--- src/rtl/seg7_scan_driver.sv ---
// Four-digit multiplexed seven-segment driver for dealer/player scores, with frame-aligned double buffering.
// seg/an are registered one cycle behind the scan index; load is always accepted and load_ack pulses one cycle after the commit.
module seg7_scan_driver #(
    parameter int REFRESH_DIV    = 50000,
    parameter int BLINK_FRAMES   = 125,
    parameter bit SEG_ACTIVE_LOW = 1'b1
) (
    input  logic       clk,
    input  logic       rst_n,
    input  logic       load,
    input  logic [5:0] dealer_score,
    input  logic [5:0] player_score,
    input  logic       hide_dealer,
    output logic [6:0] seg,
    output logic [3:0] an,
    output logic       load_ack
);

    localparam int             CW         = (REFRESH_DIV > 1) ? $clog2(REFRESH_DIV) : 1;
    localparam int             FW         = (BLINK_FRAMES > 1) ? $clog2(BLINK_FRAMES) : 1;
    localparam logic [6:0]     SEG_OFF    = SEG_ACTIVE_LOW ? 7'h7F : 7'h00;
    localparam logic [CW-1:0]  TICK_LAST  = CW'(REFRESH_DIV - 1);
    localparam logic [FW-1:0]  FRAME_LAST = FW'(BLINK_FRAMES - 1);

    logic [CW-1:0] tick_cnt;
    logic [1:0]    idx;
    logic [FW-1:0] frame_cnt;
    logic          blink_phase;
    logic          tick;
    logic          frame_end;
    logic          commit;

    logic [5:0]    act_dealer;
    logic [5:0]    act_player;
    logic [5:0]    pend_dealer;
    logic [5:0]    pend_player;
    logic          pend;

    logic [5:0]    sel_score;
    logic [3:0]    digit;
    logic [6:0]    pat;

    assign tick      = (tick_cnt == TICK_LAST);
    assign frame_end = tick && (idx == 2'd3);
    assign commit    = frame_end && (load || pend);

    function automatic logic [6:0] enc(input logic [3:0] d);
        logic [6:0] p;
        case (d)
            4'd0:    p = 7'h3F;
            4'd1:    p = 7'h06;
            4'd2:    p = 7'h5B;
            4'd3:    p = 7'h4F;
            4'd4:    p = 7'h66;
            4'd5:    p = 7'h6D;
            4'd6:    p = 7'h7D;
            4'd7:    p = 7'h07;
            4'd8:    p = 7'h7F;
            4'd9:    p = 7'h6F;
            default: p = 7'h00;
        endcase
        return p;
    endfunction

    always_ff @(posedge clk or negedge rst_n) begin
        if (!rst_n) begin
            tick_cnt    <= '0;
            idx         <= '0;
            frame_cnt   <= '0;
            blink_phase <= 1'b1;
        end else begin
            tick_cnt <= tick ? '0 : tick_cnt + 1'b1;
            if (tick) begin
                idx <= idx + 2'd1;
            end
            if (frame_end) begin
                if (frame_cnt == FRAME_LAST) begin
                    frame_cnt   <= '0;
                    blink_phase <= ~blink_phase;
                end else begin
                    frame_cnt <= frame_cnt + 1'b1;
                end
            end
        end
    end

    // A load landing on frame_end bypasses the pending buffer so it shows in the very next frame.
    always_ff @(posedge clk or negedge rst_n) begin
        if (!rst_n) begin
            act_dealer  <= '0;
            act_player  <= '0;
            pend_dealer <= '0;
            pend_player <= '0;
            pend        <= 1'b0;
            load_ack    <= 1'b0;
        end else begin
            load_ack <= commit;
            if (frame_end && load) begin
                act_dealer <= dealer_score;
                act_player <= player_score;
                pend       <= 1'b0;
            end else if (frame_end && pend) begin
                act_dealer <= pend_dealer;
                act_player <= pend_player;
                pend       <= 1'b0;
            end else if (load) begin
                pend_dealer <= dealer_score;
                pend_player <= player_score;
                pend        <= 1'b1;
            end
        end
    end

    // Slot map: idx[1] selects dealer, idx[0] selects the tens digit.
    always_comb begin
        sel_score = idx[1] ? act_dealer : act_player;
        digit     = idx[0] ? 4'(sel_score / 6'd10) : 4'(sel_score % 6'd10);
        pat       = enc(digit);
        if (idx[0] && (sel_score < 6'd10)) begin
            pat = 7'h00;
        end
        if (!blink_phase && (sel_score > 6'd21)) begin
            pat = 7'h00;
        end
        if (idx[1] && hide_dealer) begin
            pat = 7'h40;
        end
    end

    always_ff @(posedge clk or negedge rst_n) begin
        if (!rst_n) begin
            seg <= SEG_OFF;
            an  <= 4'hF;
        end else begin
            seg <= SEG_ACTIVE_LOW ? ~pat : pat;
            an  <= ~(4'b0001 << idx);
        end
    end

endmodule

--- config.mk ---
export PLATFORM = sky130hd
export DESIGN_NAME = seg7_scan_driver
export DESIGN_NICKNAME = d
export VERILOG_FILES = /design/src/rtl/seg7_scan_driver.sv
export SDC_FILE = /design/constraint.sdc
export NUM_CORES = 1
export LEC_CHECK = 0
export ABC_CLOCK_PERIOD_IN_PS = 4200
export CORE_MARGIN = 10
export CORE_UTILIZATION = 58
export CTS_CLUSTER_DIAMETER = 30
export DETAILED_ROUTE_END_ITERATION = 7
export PLACE_DENSITY = 0.85
export SETUP_SLACK_MARGIN = 0.5
export SYNTH_ARGS = -nofsm -noshare
export SYNTH_HDL_FRONTEND = slang
export SYNTH_SLANG_ARGS = --single-unit
--- constraint.sdc ---
create_clock -name clk -period 4.2 [get_ports clk]
set_clock_uncertainty 0.15 [all_clocks]
set_input_delay 0.42 -clock clk [delete_from_list [all_inputs] [get_ports clk]]
set_output_delay 0.42 -clock clk [all_outputs]
set_load 0.02 [all_outputs]
==> run_results.csv <==
group,metric,value,unit
sta,hold_slack,0.08750,ns
clock_tree,clockBufferDepth,2,
clock_tree,root_buffer,"clkbuf_8",
yosys,async_flop_share,100.0,%
routing,wl,7264,um
clock_tree,clock_latency,0.34,ns
run,drv_cap,0,
sta,drv_slew,0,
yosys,synth-seq-cells,63,
critical_path,critical_path_required,4.30,ns
clock_tree,hold_buffers,0,
final_layout,fin_area,3953,um^2
routing,ant_nets,0,
grt,grt_antenna_before_repair,0,
grt,grt_max_degree,64,
yosys,synth-edff-count,0,
final_layout,antennaDiodeCount,0,
power_and_ir_drop,power_leakage,1.704,nW
clock_tree,cts.sinks,63,
final_layout,nNetsFinal,385,
sta,max_freq,0.2824,GHz
placement,io_buffers,27,
grt,grt_pass1_wl,12250,um
die,rows,27,
routing,wl_per_cell,16.78,um
clock_tree,clk_pin_slew,0.07,ns
critical_path,critical_path.endpoint_type,"flop",
sta,finalWorstSetupSlack,0.6591,ns
critical_path,critPathLaunchType,"flop",
placement,gp_congestion,0.9267,
yosys,yosys_warnings,0,
yosys,synth.top_cells.by_area,"dfrtp_1, dfstp_2, ha_1, mux2_2, o22ai_1",
yosys,synth.avg_cell_area,10.50,um^2
die,core_area,5608,um^2
die,die_h,96.83,um
die,start_util,61.04,%
routing,dr.first_iter.drc_count,148,
clock_tree,cts_tree,"built",
status,status,"finished, final reports clean",
critical_path,worst-r2r-setup-slack,0.66,ns
yosys,syn_inst,326,
yosys,yosysUniqueCellTypes,55,
routing,via_count,2567,
sta,hold_viol_final,0,
yosys,ys.flop_type,"dfrtp_1",
sta,period_needed,3.541,ns
final_layout,final_cell_count_no_fill,433,
sta,rsz0062_at_grt,"yes",
power_and_ir_drop,peakVddDrop,0.0002834,V
yosys,synth.yosys.seq_area_share,46.49,%
yosys,syn_nets,355,
final_layout,n_fill_cell,427,
final_layout,area_delta_synth_final,15.46,%
placement,dp_hpwl,4926,um
clock_tree,cts_buffers,9,
min_path,min_path_type,"in -> async",
sta,maxSlewHeadroom,47.54,%
grt,grt_pass1_vias,2613,
sta,period_share,84.31,%
critical_path,setup.worst_path.class,"reg -> reg",
sta,finalSetupTns,0,ns
die,die_w,96.83,um
critical_path,crit_path_max_fanout,14,
clock_tree,htree_levels,3,
final_layout,drive_gt1_share,18.56,%
grt,gr-usage-all-layers,15.24,%
routing,drc,0,
power_and_ir_drop,power_density,310.7,nW/um^2
sta,max_slew.worst_pin.slew,0.7870,ns
placement,placed_area,3732,um^2
sta,setup_viol,0,
placement,placed_cells,417,
routing,dr.pass1.iters,4,
yosys,synth_top_cell_by_area,"dfrtp_1",
die,fp.dieArea,9375,um^2
critical_path,arrival,3.64,ns
placement,pre_cts_slack,0.5799,ns
die,ios,28,
routing,vias_per_cell,5.928,
grt,grt-ovfl-total,0,
yosys,synth.top_cell.area_share,37.28,%
yosys,synth_area,3423,um^2
## power breakdown
part | switching, mW | internal (mW)
combinational | 0.0224 | 0.0246
sequential | 0.00573 | 0.619
clock | 0.233 | 0.324
## timing repair
| item | 4_1_cts | 5_1_grt |
|---|---|---|
| pin swaps | 0 | 1 |
| setup buffers | 0 | 0 |
| endpoints found under the setup margin | 1 | 6 |
| gates resized for setup | 1 | 2 |
## logic make-up after synthesis
family / share of synthesized area [%]
buffers and inverters: 3.764
AOI/OAI and AO/OA: 15.20
and+or+nand+nor: 16.12
DFF: 46.49
xor gates and xnor gates: 5.117
adders and majority gates: 4.752
muxes: 8.553
## worst max-delay path, cell delays in order (launching register included)
cell      delay, ns
dfrtp_4        0.58
mux2_4         0.39
inv_1          0.14
ha_1           0.28
and2b_1        0.20
o211ai_2       0.13
a21oi_1        0.10
nor3_2         0.33
nand4_1        0.21
and3b_1        0.24
nand2_1        0.13
inv_1          0.10
ha_1           0.20
inv_1          0.05
mux2i_1        0.06
a22oi_1        0.16
## cell usage after synthesis, types with 6 or more instances
| master | count |
|---|---|
| xnor2_1 | 8 |
| mux2_2 | 13 |
| nand2_1 | 15 |
| and3_1 | 6 |
| nand3_1 | 14 |
| xor2_1 | 12 |
| o21ai_0 | 15 |
| ha_1 | 13 |
| dfrtp_1 | 51 |
| nor2_1 | 26 |
| a21oi_1 | 17 |
| inv_1 | 15 |
| o22ai_1 | 22 |
| dfstp_2 | 12 |
## sequential cells by signal, indices dropped and copies added (netlist names)
signal       cells
act_dealer       6
act_player       6
an               4
blink_phase      1
frame_cnt        7
idx              2
load_ack         1
pend             1
pend_dealer      6
pend_player      6
seg              7
tick_cnt        16
## path summary, 6_finish.rpt
check                            startpoint      endpoint  cells after the start
worst min-delay path                  rst_n  frame_cnt[3]                      2
worst max-delay path                 idx[1]        seg[5]                     15
min in group clk                tick_cnt[0]   tick_cnt[0]                      1
max in group asynchronous             rst_n        idx[1]                      2
worst max register to register       idx[1]        seg[5]                     15
worst min register to register  tick_cnt[0]   tick_cnt[0]                      1
## cell usage in the layout (no fill, tap or decap), types with 4 or more instances in the layout
cell,instances
mux2i_1,5
clkbuf_8,12
dfrtp_1,50
nor2_1,26
nand4_1,5
and3_1,6
nand2_1,15
xnor2_1,8
xor2_1,12
o21ai_0,15
nand3_1,14
or3_1,4
a211oi_1,4
inv_1,15
nor3_1,4
dfstp_2,12
ha_1,13
mux2_4,4
a21oi_1,17
mux2_2,13
clkdlybuf4s50_1,26
o22ai_1,22
## through the flow
| step | util, % | power [mW] |
|---|---|---|
| floorplan | - | 0.6510 |
| global placement | 66.56 | 0.6817 |
| detailed placement | 66.56 | 0.6833 |
| CTS | 70.33 | 1.236 |
| global route | 70.48 | 1.272 |
| finish | 70.48 | 1.228 |
## metal layers
layer,up-vias,wire length [um],track usage [%]
li1,1243,-,-
met1,1271,3406,18.64
met2,45,3496,24.74
met3,8,277,4.187
met4,0,83,5.975
met5,-,0,0
## layout make-up
class / instances / area (um^2) / share of cell area, %
Sequential cell: 63 / 1595 / 40.36
Clock buffer: 14 / 172.7 / 4.368
Inverter: 16 / 60.06 / 1.519
Clock inverter: 2 / 37.54 / 0.9497
Timing Repair Buffer: 30 / 287.8 / 7.281
Tap cell: 72 / 90.09 / 2.279
Multi-Input combinational cell: 236 / 1709 / 43.24
No activity file was read; power rests on OpenSTA's default activity.
